--- config.mk ---
export PLATFORM = sky130hd
export DESIGN_NAME = tff_mod_counter_flat
export DESIGN_NICKNAME = d
export VERILOG_FILES = /design/src/rtl/tff_mod_counter_pkg.sv /design/src/rtl/tff_mod_counter_if.sv /design/src/rtl/tff_mod_counter_cell.sv /design/src/rtl/tff_mod_counter.sv /design/src/flat_wrapper.sv
export SDC_FILE = /design/constraint.sdc
export NUM_CORES = 1
export LEC_CHECK = 0
export BUFFER_PORTS_ARGS = -buffer_cell sky130_fd_sc_hd__buf_4
export CAP_MARGIN = 20
export CORE_MARGIN = 2
export CORE_UTILIZATION = 35
export CTS_BUF_LIST = sky130_fd_sc_hd__clkbuf_2 sky130_fd_sc_hd__clkbuf_4 sky130_fd_sc_hd__clkbuf_8
export CTS_CLUSTER_SIZE = 14
export DETAILED_ROUTE_END_ITERATION = 8
export HOLD_SLACK_MARGIN = 0.1
export PLACE_DENSITY = 0.69
export SLEW_MARGIN = 10
export SYNTH_ARGS = -nofsm -noshare
export SYNTH_HDL_FRONTEND = slang
export SYNTH_SLANG_ARGS = --single-unit
--- constraint.sdc ---
create_clock -name clk -period 3.5 [get_ports clk]
set_input_delay 0.175 -clock clk [delete_from_list [all_inputs] [get_ports clk]]
set_output_delay 0.175 -clock clk [all_outputs]
set_load 0.01 [all_outputs]
--- src/rtl/tff_mod_counter_pkg.sv ---
// Shared definitions for the modulo T flip-flop counter: direction encodings,
// legal parameter bounds and a ceiling-log2 helper for elaboration checks.
package tff_mod_counter_pkg;

    localparam logic DIR_UP = 1'b1;
    localparam logic DIR_DN = 1'b0;

    localparam int WIDTH_MIN  = 2;
    localparam int WIDTH_MAX  = 16;
    localparam int MODULO_MIN = 2;

    // Number of bits needed to hold values 0..v-1 (minimum 1).
    function automatic int clog2(input int v);
        int r;
        r = 0;
        while ((1 << r) < v) r++;
        return (r == 0) ? 1 : r;
    endfunction

endpackage

--- src/rtl/tff_mod_counter_if.sv ---
// Control and status bundle of the modulo counter. The master drives the
// controls and observes the count; the slave is the counter itself.
interface tff_mod_counter_if #(
    parameter int WIDTH = 4
);
    logic             en;
    logic             up;
    logic             load;
    logic [WIDTH-1:0] d;
    logic             clr_ovf;
    logic [WIDTH-1:0] q;
    logic [WIDTH-1:0] qn;
    logic             tc;
    logic             ovf;

    modport master (
        output en, up, load, d, clr_ovf,
        input  q, qn, tc, ovf
    );

    modport slave (
        input  en, up, load, d, clr_ovf,
        output q, qn, tc, ovf
    );
endinterface

--- src/rtl/tff_mod_counter_cell.sv ---
// Single toggle flip-flop with synchronous active-high reset.
module tff_mod_counter_cell (
    input  logic clk,
    input  logic rst,
    input  logic t_i,
    output logic q_o,
    output logic qn_o
);
    logic q_q;

    // Toggle on T, clear on reset.
    always_ff @(posedge clk) begin
        if (rst) q_q <= 1'b0;
        else     q_q <= q_q ^ t_i;
    end

    assign q_o  = q_q;
    assign qn_o = ~q_q;
endmodule

--- src/rtl/tff_mod_counter.sv ---
// Modulo up/down counter built from a chain of T flip-flop cells. The next
// count (load, count, wrap or saturate) is computed here and applied to the
// cells as toggles, so a load is also realised through the T inputs.
module tff_mod_counter
    import tff_mod_counter_pkg::*;
#(
    parameter int WIDTH    = 4,
    parameter int MODULO   = 10,
    parameter int SATURATE = 0
) (
    input logic               clk,
    input logic               rst,
    tff_mod_counter_if.slave  bus
);
    localparam logic [WIDTH-1:0] QMAX = WIDTH'(MODULO - 1);

    // Reject illegal widths/moduli at elaboration.
    if (WIDTH < WIDTH_MIN || WIDTH > WIDTH_MAX || MODULO < MODULO_MIN ||
        MODULO > (1 << WIDTH) || clog2(MODULO) > WIDTH) begin : g_bad_param
        $error("tff_mod_counter: illegal WIDTH=%0d / MODULO=%0d", WIDTH, MODULO);
    end

    logic [WIDTH-1:0] cnt_q;
    logic [WIDTH-1:0] cnt_qn;
    logic [WIDTH-1:0] cnt_d;
    logic             tc_q,  tc_d;
    logic             ovf_q, ovf_d;
    logic             at_bnd;
    logic             load_big;

    assign at_bnd   = (bus.up == DIR_UP) ? (cnt_q == QMAX) : (cnt_q == '0);
    assign load_big = (bus.d > QMAX);

    // Next count and next status flags; priority LOAD > EN > hold.
    always_comb begin
        cnt_d = cnt_q;
        tc_d  = 1'b0;
        ovf_d = bus.clr_ovf ? 1'b0 : ovf_q;
        if (bus.load) begin
            cnt_d = load_big ? QMAX : bus.d;
            if (load_big) ovf_d = 1'b1;
        end else if (bus.en) begin
            if (at_bnd) begin
                tc_d  = 1'b1;
                ovf_d = 1'b1;
                if (SATURATE == 0)
                    cnt_d = (bus.up == DIR_UP) ? '0 : QMAX;
            end else if (bus.up == DIR_UP) begin
                cnt_d = cnt_q + 1'b1;
            end else begin
                cnt_d = cnt_q - 1'b1;
            end
        end
    end

    // One T cell per bit, toggled wherever the next count differs.
    for (genvar i = 0; i < WIDTH; i++) begin : g_cell
        tff_mod_counter_cell u_cell (
            .clk  (clk),
            .rst  (rst),
            .t_i  (cnt_d[i] ^ cnt_q[i]),
            .q_o  (cnt_q[i]),
            .qn_o (cnt_qn[i])
        );
    end

    // Registered terminal-count pulse and sticky overflow flag.
    always_ff @(posedge clk) begin
        if (rst) begin
            tc_q  <= 1'b0;
            ovf_q <= 1'b0;
        end else begin
            tc_q  <= tc_d;
            ovf_q <= ovf_d;
        end
    end

    assign bus.q   = cnt_q;
    assign bus.qn  = cnt_qn;
    assign bus.tc  = tc_q;
    assign bus.ovf = ovf_q;
endmodule

--- src/flat_wrapper.sv ---
// flat-port wrapper written by rule: the top's interface ports become plain ports
module tff_mod_counter_flat import tff_mod_counter_pkg::*;
#(
    parameter int WIDTH    = 4,
    parameter int MODULO   = 10,
    parameter int SATURATE = 0
)
  (clk, rst, bus_en, bus_up, bus_load, bus_d, bus_clr_ovf, bus_q, bus_qn, bus_tc, bus_ovf);
  tff_mod_counter_if #(.WIDTH(WIDTH)) bus_i ();
  input logic clk;
  input logic rst;
  input wire logic [$bits(bus_i.en)-1:0] bus_en;
  input wire logic [$bits(bus_i.up)-1:0] bus_up;
  input wire logic [$bits(bus_i.load)-1:0] bus_load;
  input wire logic [$bits(bus_i.d)-1:0] bus_d;
  input wire logic [$bits(bus_i.clr_ovf)-1:0] bus_clr_ovf;
  output wire logic [$bits(bus_i.q)-1:0] bus_q;
  output wire logic [$bits(bus_i.qn)-1:0] bus_qn;
  output wire logic [$bits(bus_i.tc)-1:0] bus_tc;
  output wire logic [$bits(bus_i.ovf)-1:0] bus_ovf;
  assign bus_i.en = bus_en;
  assign bus_i.up = bus_up;
  assign bus_i.load = bus_load;
  assign bus_i.d = bus_d;
  assign bus_i.clr_ovf = bus_clr_ovf;
  assign bus_q = bus_i.q;
  assign bus_qn = bus_i.qn;
  assign bus_tc = bus_i.tc;
  assign bus_ovf = bus_i.ovf;
  tff_mod_counter #(.WIDTH(WIDTH), .MODULO(MODULO), .SATURATE(SATURATE)) u_core (.clk(clk), .rst(rst), .bus(bus_i));
endmodule
Yosys cells after proc, flatten, opt, wreduce, memory -nomap -nowiden
Index checks and enable logic that the tools add are counted.

Word-level logic and storage cells: 38. Register bits: 6. Output and inout port bits: 10. Input bits: 10.

Equality and inequality tests: 1. $add $sub $neg: 2. Order comparisons: 1. Mux-type cells: 13. Bitwise logic cells: 13. Reduce and logical (&&, ||, !) cells: 2.

Operators by type and width (number): $mux 4 (6); $xor 1x1->1 (8); $mux 1 (7); $not 1->1 (5); $add 4x1->4 const B (1); $eq 4x4->1 const B (1); $gt 4x4->1 const B (1); $logic_not 4->1 (1); $sub 4x1->4 const B (1); $reduce_or 3->1 (1).

Longest topological paths before layout
Depth after elaboration: 7. Gate-level depth with buffers: 6. Gate-level depth less buffers: 6.

By module
A second synthesis with hierarchy kept.

Cells, all modules: 65. Area total of the unflattened synthesis: 515.5 sq um.

By module, submodules not included: tff_mod_counter (cells each 49, area an instance 370.4 sq um, seq. area each 40.0 sq um, instances 1); tff_mod_counter_cell (cells each 4, area an instance 36.3 sq um, seq. area each 20.0 sq um, instances 4).

Worst setup path after synthesis
Ideal clock, no wire load.

Path kind: reg-to-reg. From: reg u_core.g_cell[0].u_cell.q_q. To: reg u_core.g_cell[2].u_cell.q_q. Library setup time: 0.116 ns. Path slack: 2.123 ns. Required time: 3.384 ns. Cell stages (with the launch flop): 7. Buffers on the path: 0. Arrival time: 1.261 ns. Period minus slack after synthesis: 1.377 ns. Cells stage by stage: dfxtp_1 inv_1 fa_1 xnor2_1 nand2_1 o21ai_0 a31o_1.

Cells in the longest elaborated chain, start to end: 7. Elaborated cells on any way between the ends: 11. Classes of those cells: add/sub: 2; eq/ne: 1; mux: 5; bitwise: 2; reduce/logical: 1.

RTL lines: start: declaration (line tff_mod_counter_cell.sv:9) `logic q_q;`; start signal: assignment (line tff_mod_counter_cell.sv:14) `else q_q <= q_q ^ t_i;`; $sub 4x1->4 (tied with other cells) (line tff_mod_counter.sv:51) `cnt_d = cnt_q - 1'b1;`; $mux 4 or $mux 1 (tied branches) (line tff_mod_counter.sv:48, tff_mod_counter.sv:31); $mux 4 (*) (line tff_mod_counter.sv:43) `if (at_bnd) begin`; $mux 4 (*) (line tff_mod_counter.sv:42) `end else if (bus.en) begin`; $mux 4 (*) (line tff_mod_counter.sv:39) `if (bus.load) begin`; $xor 1x1->1 (*) (line tff_mod_counter.sv:61) `.t_i (cnt_d[i] ^ cnt_q[i]),`; $xor 1x1->1 (*) (line tff_mod_counter_cell.sv:14); end signal: assignment (line tff_mod_counter_cell.sv:14); end: declaration (line tff_mod_counter_cell.sv:9).

Mark *: on every way between the ends. The rest lies on a longest branch, timed or not. A chain may end at the register's enable or synchronous reset.

Final worst setup path
Same ends and word-level chain as after synthesis.

==> flow_summary.ini <==
[status]
run_status = finished, final reports clean

[routing]
drc_errors = 0
routed_via_density = 4.76
detail_route.wirelength_um = 933
first_pass_iters = 5
dr_iter_0_viols = 7
routed_wl_per_cell_um = 10.8
routed-via-count = 409
antenna_violating_nets_post_route = 0

[clocking]
hold_buf_count_cts = 0
htree_num_levels = 1
cts_tree = built
clock_latency_at_the_later_pin_of_the_worst_skew_pair_ns = 0.24
cts_root_buffer = clkbuf_4
cts_buffer_count = 3
clock-sinks = 6
post_cts_setup_buffer_count = 0
number_of_cells_upsized_or_downsized_after_cts = 0
cts.path.max_buffers = 2
cts.clk_slew.worst_paths_ns = 0.05

[die]
io_pins = 20
core_sq_mm = 0.00128
num_rows = 13
die_area_sq_mm = 0.00168
chipHeight_um = 41.0
chipWidth_um = 41.0
initial_core_util_pct = 37.2

[placed_design]
placed_cell_area_sq_um = 572
hpwlAfterDp_um = 720
numPlacedInstances = 83
numPortBuffers = 19
gp_congestion = 0.798
dp_worst_slack_ns = 2.01

[sta]
maxSlewHeadroom_pct = 81.7
period_minus_slack_ns = 1.48
final-setup-viol-count = 0
timing.final.hold_violations = 0
tightestPinTransition_ns = 0.271
fin_tns_setup_ns = 0
maximum_clock_frequency_mhz = 676
finalMaxSlewViolations = 0
post-route-period-util_pct = 42.3
post-route-worst-setup-slack_ns = 2.02
grt_setup_unrepaired = false
clock-skew-final_ns = 0.00405

[grt]
antenna_found_initial = 0
grt_pass1_vias = 331
grt_use_met2_pct = 17.6
grt_pass1_wl_um = 1360
grt-busiest-layer = met2
grt.overflow.total = 0
grt_use_met1_pct = 16.5
grtUsageMet3_pct = 3.26
groute.usage.overall_pct = 12.4
grt_start_max_net_pins = 10

[setup_path]
critical_path_class = flop to flop
worst_path_largest_cell_delay_ns = 0.42
worstPathRequired_ns = 3.64
timing.critical_path.arrival_ns = 1.62
crit_path_max_fanout = 6
critical_path.endpoint_type = flop
crit_path_cell_trace = inv_1 > fa_1 > xnor2_1 > nand2_1 > o21ai_0 > a31o_1
slowest_cell_on_the_critical_path = dfxtp_1
startpoint_type = flop

[yosys]
yosysSeqAreaShare_pct = 25.1
yosys_warnings = 0
postSynthNetCount = 71
synth-seq-cells = 6
post_synth_instance_area_sq_um = 478
synthDistinctLibCells = 26
synth_area_per_cell_sq_um = 8.24
synth_cells = 58

[power]
vdd_drop_max_v = 0.000165
cellLeakagePower_nw = 0.287
p_total_uw = 214
power_per_cell_area_mw_per_mm2 = 360

[hold_path]
path_type_of_the_worst_min_delay_path = input pin to flop

[finish]
final_nets = 86
fillers = 131
syn2layout_area_growth_pct = 24.3
mostFrequentLayoutCells = buf_4, inv_1, dfxtp_1, a21oi_1, nor2_1
antenna_cells_inserted = 0
non_filler_instances = 86
layout_commonest_cell = buf_4
finish.instance_area_sq_um = 594
area.sequential_sq_um = 120
drive_gt1_share_pct = 33.8
multi_input_area_sq_um = 268

[job]
drv.max_cap_violation_count = 0
cell usage after synthesis (all sizes together):
cell type / count / area [sq um]
buf: 9 / 67.6
dfxtp: 6 / 120
inv: 6 / 22.5
a21oi: 5 / 25.0
nor2: 4 / 15.0
o21ai: 3 / 15.0
a21o: 2 / 16.3
a31oi: 2 / 12.5
ha: 2 / 25.0
mux2i: 2 / 20.0
nand2: 2 / 7.51
o211ai: 2 / 20.0
xnor2: 2 / 17.5
xor2: 2 / 17.5
a31o: 1 / 8.76
and3: 1 / 6.26
fa: 1 / 20.0
nand2b: 1 / 6.26
nand3b: 1 / 7.51
nor2b: 1 / 6.26
nor3: 1 / 5.00
nor4bb: 1 / 10.0
or2: 1 / 6.26
registers in the layout (all words and copies together), names as in the netlist:
| register | cells |
|---|---|
| u_core.bus.ovf | 1 |
| u_core.bus.tc | 1 |
| u_core.g_cell.u_cell.q_o | 4 |
layer usage:
metal  up-vias  routed length (um)
met5         -                   0
met4         0                   0
met3         0                  45
li1        215                   -
met1       182                 432
met2        12                 455
path summary, 6_finish.rpt:
kind | startpoint | to | slack, ns | depth (start not counted)
setup / recovery | u_core.g_cell[0].u_cell.q_o$_SDFF_PP0_ | u_core.g_cell[2].u_cell.q_o$_SDFF_PP0_ | 2.02 | 6
hold / removal | rst | u_core.g_cell[0].u_cell.q_o$_SDFF_PP0_ | 0.15 | 2
setup reg to reg | u_core.g_cell[0].u_cell.q_o$_SDFF_PP0_ | u_core.g_cell[2].u_cell.q_o$_SDFF_PP0_ | 2.02 | 6
hold reg to reg | u_core.bus.ovf$_SDFF_PP0_ | u_core.bus.ovf$_SDFF_PP0_ | 0.51 | 2
report_power, final:
group / total, mW / switching, mW / internal (mW) / leakage, nW
Clock: 0.0646 / 0.0258 / 0.0389 / 0.0138
Sequential: 0.0805 / 0.00655 / 0.0739 / 0.0495
Combinational: 0.0688 / 0.0320 / 0.0368 / 0.223
kinds of logic (layout without fill, tap and decap cells):
logic type | count (synthesis) | after routing | share of synthesized area, %
simple gates | 13 | 13 | 14.7
xor+xnor | 4 | 4 | 7.33
fa+ha+maj | 3 | 3 | 9.42
mux | 2 | 2 | 4.19
buf+inv | 15 | 28 | 18.8
flops | 6 | 6 | 25.1
compound gates | 15 | 15 | 20.4
final cells by class:
| class | instances | area share (%) |
|---|---|---|
| inverter | 6 | 3.79 |
| tap | 15 | 3.16 |
| sequential | 6 | 20.2 |
| timing repair buffer | 19 | 24.0 |
| clock buffer | 3 | 3.79 |
| multi-input combinational | 37 | 45.1 |
stage by stage:
step                utilization (%)  hold slack, ns
floorplan                         -           0.244
global placement               44.5           0.390
detailed placement             44.5           0.391
CTS                            46.3           0.138
global route                   46.3           0.149
finish                         46.3           0.152
worst max-delay path, delay by kind of cell (launching register included):
kind | cells | cell delay [ns]
adder cells (fa/ha/maj) | 1 | 0.38
buffers and inverters | 1 | 0.11
flip-flops | 1 | 0.42
AO/OA/AOI/OAI | 2 | 0.27
XOR/XNOR | 1 | 0.13
AND/OR/NAND/NOR | 1 | 0.06
No activity file was read; power rests on OpenSTA's default activity.
